**src/rtl/gt_apb_initiator.sv**
```systemverilog
// gt_apb_initiator
//
// Requester-side APB4 engine for the transceiver control port of the 25G
// MAC/GT wrapper. It accepts one register read or write at a time on a
// valid/ready request channel and runs the APB SETUP and ACCESS phases.
// The ACCESS phase has an optional bound on how long it waits for pready.
// The result goes back on a valid/ready response channel.
//
// Ports:
//   clk, rst_n           control clock, asynchronous active-low reset
//   s_req_*              request channel (write flag, address, data, strobes)
//   m_rsp_*              response channel (read data, error, timeout flag)
//   m_apb_*              APB4 requester interface toward the responder
//   busy                 high whenever a transaction is in flight
//   err_count            saturating count of errored transactions
//
// Every output is registered. The always_comb block computes the next value
// of each register, and a single always_ff block loads them.

module gt_apb_initiator #(
  parameter int          ADDR_W    = 18,
  parameter int          DATA_W    = 16,
  parameter int          STRB_W    = DATA_W / 8,
  parameter int          TIMEOUT   = 1024,
  parameter logic [2:0]  PPROT     = 3'b000,
  parameter int          ERR_CNT_W = 8
) (
  input  logic                 clk,
  input  logic                 rst_n,
  input  logic                 s_req_valid,
  output logic                 s_req_ready,
  input  logic                 s_req_write,
  input  logic [ADDR_W-1:0]    s_req_addr,
  input  logic [DATA_W-1:0]    s_req_wdata,
  input  logic [STRB_W-1:0]    s_req_strb,
  output logic                 m_rsp_valid,
  input  logic                 m_rsp_ready,
  output logic [DATA_W-1:0]    m_rsp_rdata,
  output logic                 m_rsp_err,
  output logic                 m_rsp_timeout,
  output logic [ADDR_W-1:0]    m_apb_paddr,
  output logic                 m_apb_psel,
  output logic                 m_apb_penable,
  output logic                 m_apb_pwrite,
  output logic [DATA_W-1:0]    m_apb_pwdata,
  output logic [STRB_W-1:0]    m_apb_pstrb,
  output logic [2:0]           m_apb_pprot,
  input  logic                 m_apb_pready,
  input  logic [DATA_W-1:0]    m_apb_prdata,
  input  logic                 m_apb_pslverr,
  output logic                 busy,
  output logic [ERR_CNT_W-1:0] err_count
);

  // The wait counter has to reach TIMEOUT exactly. When the timeout is
  // disabled, the counter is never compared, so one bit is enough.
  localparam int             CNT_W       = (TIMEOUT > 0) ? $clog2(TIMEOUT + 1) : 1;
  localparam logic [CNT_W-1:0] TIMEOUT_CNT = CNT_W'(TIMEOUT);

  typedef enum logic [1:0] {
    ST_IDLE,
    ST_SETUP,
    ST_ACCESS,
    ST_RESP
  } state_t;

  state_t                 state, state_nxt;
  logic [CNT_W-1:0]       wait_cnt, wait_cnt_nxt;
  logic                   s_req_ready_nxt;
  logic                   m_rsp_valid_nxt;
  logic [DATA_W-1:0]      m_rsp_rdata_nxt;
  logic                   m_rsp_err_nxt;
  logic                   m_rsp_timeout_nxt;
  logic [ADDR_W-1:0]      paddr_nxt;
  logic                   psel_nxt;
  logic                   penable_nxt;
  logic                   pwrite_nxt;
  logic [DATA_W-1:0]      pwdata_nxt;
  logic [STRB_W-1:0]      pstrb_nxt;
  logic                   busy_nxt;
  logic [ERR_CNT_W-1:0]   err_count_nxt;
  logic                   err_entry;

  // The protection attribute is fixed for every access.
  assign m_apb_pprot = PPROT;

  // Next-state and next-output logic. Every register holds its value unless
  // the current state says otherwise. err_entry marks a move into RESP with
  // an error, whether from pslverr or from a timeout.
  always_comb begin
    state_nxt         = state;
    wait_cnt_nxt      = wait_cnt;
    m_rsp_valid_nxt   = m_rsp_valid;
    m_rsp_rdata_nxt   = m_rsp_rdata;
    m_rsp_err_nxt     = m_rsp_err;
    m_rsp_timeout_nxt = m_rsp_timeout;
    paddr_nxt         = m_apb_paddr;
    psel_nxt          = m_apb_psel;
    penable_nxt       = m_apb_penable;
    pwrite_nxt        = m_apb_pwrite;
    pwdata_nxt        = m_apb_pwdata;
    pstrb_nxt         = m_apb_pstrb;
    err_entry         = 1'b0;

    case (state)
      ST_IDLE: begin
        if (s_req_valid) begin
          paddr_nxt   = s_req_addr;
          pwrite_nxt  = s_req_write;
          pwdata_nxt  = s_req_wdata;
          pstrb_nxt   = s_req_write ? s_req_strb : '0;
          psel_nxt    = 1'b1;
          penable_nxt = 1'b0;
          state_nxt   = ST_SETUP;
        end
      end

      ST_SETUP: begin
        penable_nxt  = 1'b1;
        wait_cnt_nxt = '0;
        state_nxt    = ST_ACCESS;
      end

      ST_ACCESS: begin
        // pready wins over a timeout that expires in the same cycle.
        if (m_apb_pready) begin
          m_rsp_rdata_nxt   = (m_apb_pwrite || m_apb_pslverr) ? '0 : m_apb_prdata;
          m_rsp_err_nxt     = m_apb_pslverr;
          m_rsp_timeout_nxt = 1'b0;
          psel_nxt          = 1'b0;
          penable_nxt       = 1'b0;
          m_rsp_valid_nxt   = 1'b1;
          err_entry         = m_apb_pslverr;
          state_nxt         = ST_RESP;
        end else if ((TIMEOUT != 0) && (wait_cnt == TIMEOUT_CNT)) begin
          m_rsp_rdata_nxt   = '0;
          m_rsp_err_nxt     = 1'b1;
          m_rsp_timeout_nxt = 1'b1;
          psel_nxt          = 1'b0;
          penable_nxt       = 1'b0;
          m_rsp_valid_nxt   = 1'b1;
          err_entry         = 1'b1;
          state_nxt         = ST_RESP;
        end else begin
          wait_cnt_nxt = wait_cnt + CNT_W'(1);
        end
      end

      ST_RESP: begin
        if (m_rsp_ready) begin
          m_rsp_valid_nxt = 1'b0;
          state_nxt       = ST_IDLE;
        end
      end

      default: begin
        state_nxt = ST_IDLE;
      end
    endcase

    // With no request buffering, ready and busy follow the state directly.
    s_req_ready_nxt = (state_nxt == ST_IDLE);
    busy_nxt        = (state_nxt != ST_IDLE);

    err_count_nxt = err_count;
    if (err_entry && (err_count != '1)) begin
      err_count_nxt = err_count + ERR_CNT_W'(1);
    end
  end

  // State and output registers. Reset drops psel/penable and any pending
  // response at once, without waiting for a clock edge.
  always_ff @(posedge clk or negedge rst_n) begin
    if (!rst_n) begin
      state         <= ST_IDLE;
      wait_cnt      <= '0;
      s_req_ready   <= 1'b1;
      m_rsp_valid   <= 1'b0;
      m_rsp_rdata   <= '0;
      m_rsp_err     <= 1'b0;
      m_rsp_timeout <= 1'b0;
      m_apb_paddr   <= '0;
      m_apb_psel    <= 1'b0;
      m_apb_penable <= 1'b0;
      m_apb_pwrite  <= 1'b0;
      m_apb_pwdata  <= '0;
      m_apb_pstrb   <= '0;
      busy          <= 1'b0;
      err_count     <= '0;
    end else begin
      state         <= state_nxt;
      wait_cnt      <= wait_cnt_nxt;
      s_req_ready   <= s_req_ready_nxt;
      m_rsp_valid   <= m_rsp_valid_nxt;
      m_rsp_rdata   <= m_rsp_rdata_nxt;
      m_rsp_err     <= m_rsp_err_nxt;
      m_rsp_timeout <= m_rsp_timeout_nxt;
      m_apb_paddr   <= paddr_nxt;
      m_apb_psel    <= psel_nxt;
      m_apb_penable <= penable_nxt;
      m_apb_pwrite  <= pwrite_nxt;
      m_apb_pwdata  <= pwdata_nxt;
      m_apb_pstrb   <= pstrb_nxt;
      busy          <= busy_nxt;
      err_count     <= err_count_nxt;
    end
  end

endmodule
```
**config.mk**
```make
export PLATFORM = sky130hd
export DESIGN_NAME = gt_apb_initiator
export DESIGN_NICKNAME = d
export VERILOG_FILES = /design/src/rtl/gt_apb_initiator.sv
export SDC_FILE = /design/constraint.sdc
export NUM_CORES = 1
export LEC_CHECK = 0
export CORE_MARGIN = 2
export CORE_UTILIZATION = 25
export CTS_CLUSTER_DIAMETER = 30
export DETAILED_ROUTE_END_ITERATION = 6
export SYNTH_ARGS = -nofsm -noshare
export SYNTH_HDL_FRONTEND = slang
export SYNTH_SLANG_ARGS = --single-unit
export TNS_END_PERCENT = 20
```
**constraint.sdc**
```tcl
create_clock -name clk -period 3.6 [get_ports clk]
set_input_delay 0.36 -clock clk [delete_from_list [all_inputs] [get_ports clk]]
set_output_delay 0.36 -clock clk [all_outputs]
set_load 0.02 [all_outputs]
```
==> impl_results.md, run 1 <==
- Most used routing layer: met2
- Final instance area: 0.00535 sq mm
- Most frequent cells in the layout: clkdlybuf4s50_1 (125), dfrtp_1 (80), mux2_2 (28), nand2_1 (27), o21ai_1 (20)
- Final setup fails: 0
- Clock Path Buffers: 2
- Buffers on Ports: 126
- Hold_ws: between 200 and 250 ps
- Cell Pwr Density: a little under 800 mW/mm^2
- Post-CTS sizing: 0
- Post-synthesis to final-layout area growth: 47.8%
- Nets: about 500
- Adder-cell share of the synthesized area: just over 1%
- Clock power share: 20.4%
- Top-area cell type share of the netlist area: 55.3%
- Compound-Gate Fraction of Synth Area: 12.0%
- Skew-Pair Late Insertion Delay: 340 ps
- Root Buffer: clkbuf_16
- Grt ovf: 0
- Core area: 0.0140 sq mm
- Setup TNS: 0 ps
- Overall routed net length: 8.95 mm
- Via count: 2828
- Commonest non-fill, non-tap cell in the layout: clkdlybuf4s50_1
- WP data required: 3820 ps
- Distinct cells, synth: 44
- DRC viols: 0
- Skew final: 8.61 ps
- Sw frac: 36.8%
- Maximum vdd ir drop: between 0.2 and 0.3 mV
- RSZ-0062 raised after global routing: false
- Die Ht: 124 um
- Post-CTS Setup Bufs: 0
- GRT Util Overall: approximately an eighth
- Clock Sinks: 81
- Hold_buf cts: 0
- First-pass GRT wire length: 14.9 mm
- Htree depth: 3
- Final cell count without fillers: approximately 620
- Comb pwr share: 43.4%
- Num rows: 43
- Crit path time final: approximately 2200 ps
- Internal Power: about 2.7 mW
- Ys flop type: dfrtp_1
- Post-synthesis cell area: 0.00362 sq mm
- Cells after Synth: 307
- Worst path cell trace: inv_1 -> ha_1 -> nor4b_4 -> a31oi_4 -> nor4_1 -> mux2_1
- Maxcap violations: 0
- Worst slew margin: about a third
- Simple logic cell fraction of the synthesized area: 12.3%
- Post-Synth XOR/XNOR Area: 0.726%
- Wire length per cell: between 10 and 15 um
- Drt pass-1 iters: 4
- Largest family of logic cells by synthesized area: multiplexers
- Crit path largest cell delay: about 400 ps
- Sequential-to-total area share from yosys stat: 56.1%
- Worst-Margin Slew: 1020 ps
- Met2 usage: about a fifth
- Final Cycle Share: between 60% and 70%
- Placer congestion estimate: just over 0.8
- Share of cells above drive strength 1: 13.3%
- Worst setup EP type: register
- #FFs+latches synth: between 80 and 90
- Antenna-violating nets left: 0
- Die Wd: 124 um
- Psw: around 1.6 mW
- Num CTS Buffers: 9
- Routed vias/inst: between 4 and 5
- Pleak: 2.15 nW
- DPL Wire Length: between 6 and 7 mm
- Critical-path maximum fanout: 13
- TritonCTS clock tree: done
- Crit path buf inv count: 1
- Initial antenna violation count: 0
- Slowest stage cell, crit path: dfrtp_1
- Setup crit start kind: register
- Mean Syn Cell Area: 11.8 sq um
- Critical path data arrival time: ~2400 ps
- Pin count of the biggest net entering global routing: 82
- N_diodes: 0
- Worst setup path category: reg -> reg
- Boundary Pins: 130
- Fin. max-slew vios: 0
- Yosys warnings: 0
- Final hold violations: 0
- Met1 usage: between 10% and 20%
- Reg power frac: 36.3%
- Placed insts: 599
- Status: complete, no violations
- Cell family with most CP delay: simple AND/OR/NAND/NOR gates
- Initial Util: around 26%
- Grt met3 use: around 2.8%
- Placed cell areas: 0.00506 sq mm
- Peak Freq: 0.463 GHz
- Hold Path Class: in -> async
- Initial drt markers: 149
- Synth top area cells: dfrtp_1 (55%), mux2_2 (8.7%), o31ai_1 (3.7%)
- Area leader, netlist: dfrtp_1
- Post-synthesis mux area share: 14.1%
- CTS clk-pin slew, worst paths: around 60 ps
- Async SR Flop Fraction: 100%
- R2r setup slk: 1440 ps
- Area of the die: 0.0155 sq mm
- Post-synth EDFFs: 0
- Number of global-route vias before repair: 2910
## cell usage after synthesis, drive strengths merged (2+ instances only)
library cell,count
buf,15
nor4b,2
nand2,27
nand4,4
or3,2
a41oi,2
mux2i,6
nand4b,2
mux2,40
inv,9
a31oi,2
o211ai,2
o311ai,3
clkbuf,5
xor2,3
nand3,10
and2,2
nand2b,6
dfrtp,80
a21oi,4
nor4,4
nor2b,2
nor2,8
nor3,8
ha,3
o21ai,30
o31ai,18
## final timing paths
path | start | end | depth (start not counted)
worst max-delay path | wait_cnt[0] | err_count[5] | 6
worst min-delay path | rst_n | m_apb_paddr[7] | 1
worst max register to register | wait_cnt[0] | err_count[5] | 6
worst min register to register | m_apb_pwdata[9] | m_apb_pwdata[9] | 1
max in group asynchronous | rst_n | m_rsp_rdata[15] | 1
min in group clk | m_apb_pwdata[9] | m_apb_pwdata[9] | 1
## sequential cells by signal, summed over array words and instances (netlist names), 2 cells and up
register / count
m_apb_pwdata: 16
wait_cnt: 11
m_apb_paddr: 18
state: 2
m_rsp_rdata: 16
err_count: 8
m_apb_pstrb: 2
## cell type report
| class | instances | area (sq um) |
|---|---|---|
| clock buffer | 12 | 256 |
| multi-input combinational | 199 | 1490 |
| inverter | 9 | 33.8 |
| sequential | 81 | 2030 |
| tap | 180 | 225 |
| fill | 1382 | 8640 |
| clock inverter | 4 | 27.5 |
| timing repair buffer | 130 | 1290 |
## per-stage QoR
| step | power (mW) | util (%) | worst slack, ps |
|---|---|---|---|
| final | 4.25 | 38.2 | 1440 |
| after global routing | 4.52 | 38.2 | 1210 |
| after CTS | 4.32 | 38.2 | 1420 |
| after detailed placement | 3.43 | 36.2 | 1430 |
| after global placement | 3.39 | 36.2 | 1490 |
| after floorplan | 2.51 | - | 1720 |
## worst register-to-register path, stage by stage (launching register included)
cell and delay, ps:
dfrtp_1 400, inv_1 130, ha_1 160, nor4b_4 400, a31oi_4 250, nor4_1 360
mux2_1 350
## layer usage
layer / part of all wire [%] / wire (um) / up-vias
met1: 45 / 4020 / 1387
met4: 1.7 / 148 / 0
met5: 0 / 0 / -
li1: - / - / 1358
met3: 3.9 / 349 / 12
met2: 50 / 4430 / 71
## power groups by stage
stage                     registers, mW  clock network (mW)  logic (mW)
after floorplan                    1.86                   0       0.650
after global placement             1.54                   0        1.84
after detailed placement           1.56                   0        1.87
after CTS                          1.55               0.896        1.88
after global routing               1.60               0.950        1.97
final                              1.54               0.865        1.84
## kinds of logic (layout without fill, tap and decap cells)
group                      count (synthesis)  after routing
DFF                                       81             81
adders and majority gates                  3              3
buffers and inverters                     29            155
xor gates and xnor gates                   3              3
other                                      1              3
AOI/OAI and AO/OA                         65             65
and+or+nand+nor                           79             79
muxes                                     46             46
(Power assumes the default switching activity.)
==> run 2: changes to the inputs <==
- clock period: 3.6 -> 2.3 ns (I/O delays scaled with it)
==> run 2 against run 1 <==
Routed wire length rose by 2.6%. Utilization rose by 0.91 points. Non-clock buffer count rose by 10. Clock skew fell by 1.5 ps.
==> impl_results.md, run 2 (synthesis results as in run 1) <==
- Status: complete, no violations
- Initial drt markers: 72
- N_diodes: 0
- Cell Pwr Density: between 1000 and 1500 mW/mm^2
- Number of global-route vias before repair: 2904
- Grt ovf: 0
- Die Ht: about 120 um
- Antenna-violating nets left: 0
- Biggest register: m_apb_paddr
- Pleak: 2.22 nW
- Multi-input logic area: 0.00149 sq mm
- Maxcap violations: 0
- Pin count of the biggest net entering global routing: 42
- CTS clk-pin slew, worst paths: about 60 ps
- Initial antenna violation count: 0
- Routed vias/inst: 4.63
- Num rows: 43
- Critical-path maximum fanout: 37
- Worst setup path category: reg -> reg
- Die Wd: 124 um
- Root Buffer: clkbuf_16
- Final Cycle Share: between 90% and 100%
- Final setup fails: 0
- Core area: 0.0140 sq mm
- Boundary Pins: 130
- Filler Cells Inserted: approximately 1.4k
- Worst setup EP type: register
- Drt pass-1 iters: 4
- DPL Wire Length: 6.76 mm
- Wire length per cell: 14.7 um
- Peak Freq: 0.475 GHz
- Clock Sinks: about 80
- Initial Util: about 26%
- Most frequent cells in the layout: clkdlybuf4s50_1 (125), dfrtp_1 (80), mux2_2 (28), nand2_1 (27), o21ai_1 (20)
- GRT Util Overall: about an eighth
- Placer congestion estimate: 0.827
- TritonCTS clock tree: done
- Skew final: 7.09 ps
- Commonest non-fill, non-tap cell in the layout: clkdlybuf4s50_1
- Final WS setup: 195 ps
- Maximum vdd ir drop: 0.719 mV
- Hold Path Class: in -> async
- RSZ-0062 raised after global routing: false
- Setup TNS: 0 ps
- Post-CTS sizing: 0
- Skew-Pair Late Insertion Delay: ~340 ps
- Critical path data arrival time: 2320 ps
- Post-synthesis to final-layout area growth: 51.3%
- Clock Path Buffers: 2
- Via count: 2891
- WP data required: roughly 2500 ps
- Nets: about 500
- First-pass GRT wire length: 15.0 mm
- Area of the die: between 0.015 and 0.02 sq mm
- Htree depth: 3
- Setup WS pre-CTS: around 160 ps
- Sequential cell area: 0.00203 sq mm
- Crit path time final: between 2000 and 2500 ps
- DRC viols: 0
- Overall routed net length: 9.18 mm
- Setup crit start kind: register
- Max FFs per register: 18
- Fin. max-slew vios: 0
- Share of cells above drive strength 1: 15.1%
- Buffers on Ports: around 130
- Final hold violations: 0
- Largest registers: m_apb_paddr x18, m_apb_pwdata x16, m_rsp_rdata x16
- Num CTS Buffers: 9
==> run 2: changes by cell type in the layout (fill, tap and decap cells not counted) <==
cell,before,now
bufinv_16,0,2
clkbuf_8,2,0
buf_4,5,12
clkinv_4,2,1
dlygate4sd3_1,0,1
clkinv_2,2,3
clkbuf_1,1,0
buf_12,0,2
==> run 2: cell type report <==
type                    count  area share (%)
flip-flops and latches     81            37.1
multi-input cells         199            27.2
repair buffers            140            25.4
clock buffers               9            4.11
well taps                 180            4.11
clock inverters             6            1.53
inverters                   9           0.617
==> run 2: path summary, 6_finish.rpt <==
kind / from / to / slack [ps] / cells after the start
worst min register to register: m_rsp_valid / m_rsp_valid / 480 / 1
worst min-delay path: rst_n / m_apb_paddr[8] / 380 / 2
min in group clk: m_apb_prdata[4] / m_rsp_rdata[4] / 450 / 3
worst max register to register: wait_cnt[0] / state[0] / 200 / 8
max in group asynchronous: rst_n / m_rsp_rdata[0] / 1290 / 3
worst max-delay path: wait_cnt[0] / state[0] / 200 / 8
==> run 2: repair_timing <==
action | in CTS | in global routing
setup endpoints to repair | 0 | 2
hold endpoints to repair | 30 | 0
buffers inserted | 0 | 2
hold buffers | 1 | 0
==> run 2: worst max-delay path: stages (launching register included) <==
cell and delay, ps:
dfrtp_1 400, inv_1 100, ha_1 210, nor4b_4 120
buf_4 170, a31oi_4 190, buf_4 370, nor2_1 130
a211o_1 280
==> run 2: layer usage <==
metal  global-route usage [%]  share of wire [%]
met1                     15.4                 44
met2                     20.1                 50
met3                     2.92                4.2
met4                     4.63                1.4
met5                        0                  0
==> run 2: where the power goes <==
group          internal, mW  switching [mW]
Combinational          1.53            1.52
Clock                 0.940           0.561
Sequential             1.98           0.394
==> run 2: per-stage QoR <==
step | power (mW) | hold slack, ps | util, % | instance area, sq um | std cells
2_1_floorplan | 3.93 | -65.6 | - | 3630 | 309
3_3_place_gp | 5.37 | 206 | 36.7 | 5140 | 606
3_5_place_dp | 5.43 | 207 | 36.7 | 5140 | 606
4_1_cts | 6.98 | 388 | 39.0 | 5460 | 622
5_1_grt | 7.34 | 412 | 39.1 | 5470 | 624
6_report | 6.92 | 383 | 39.1 | 5470 | 624
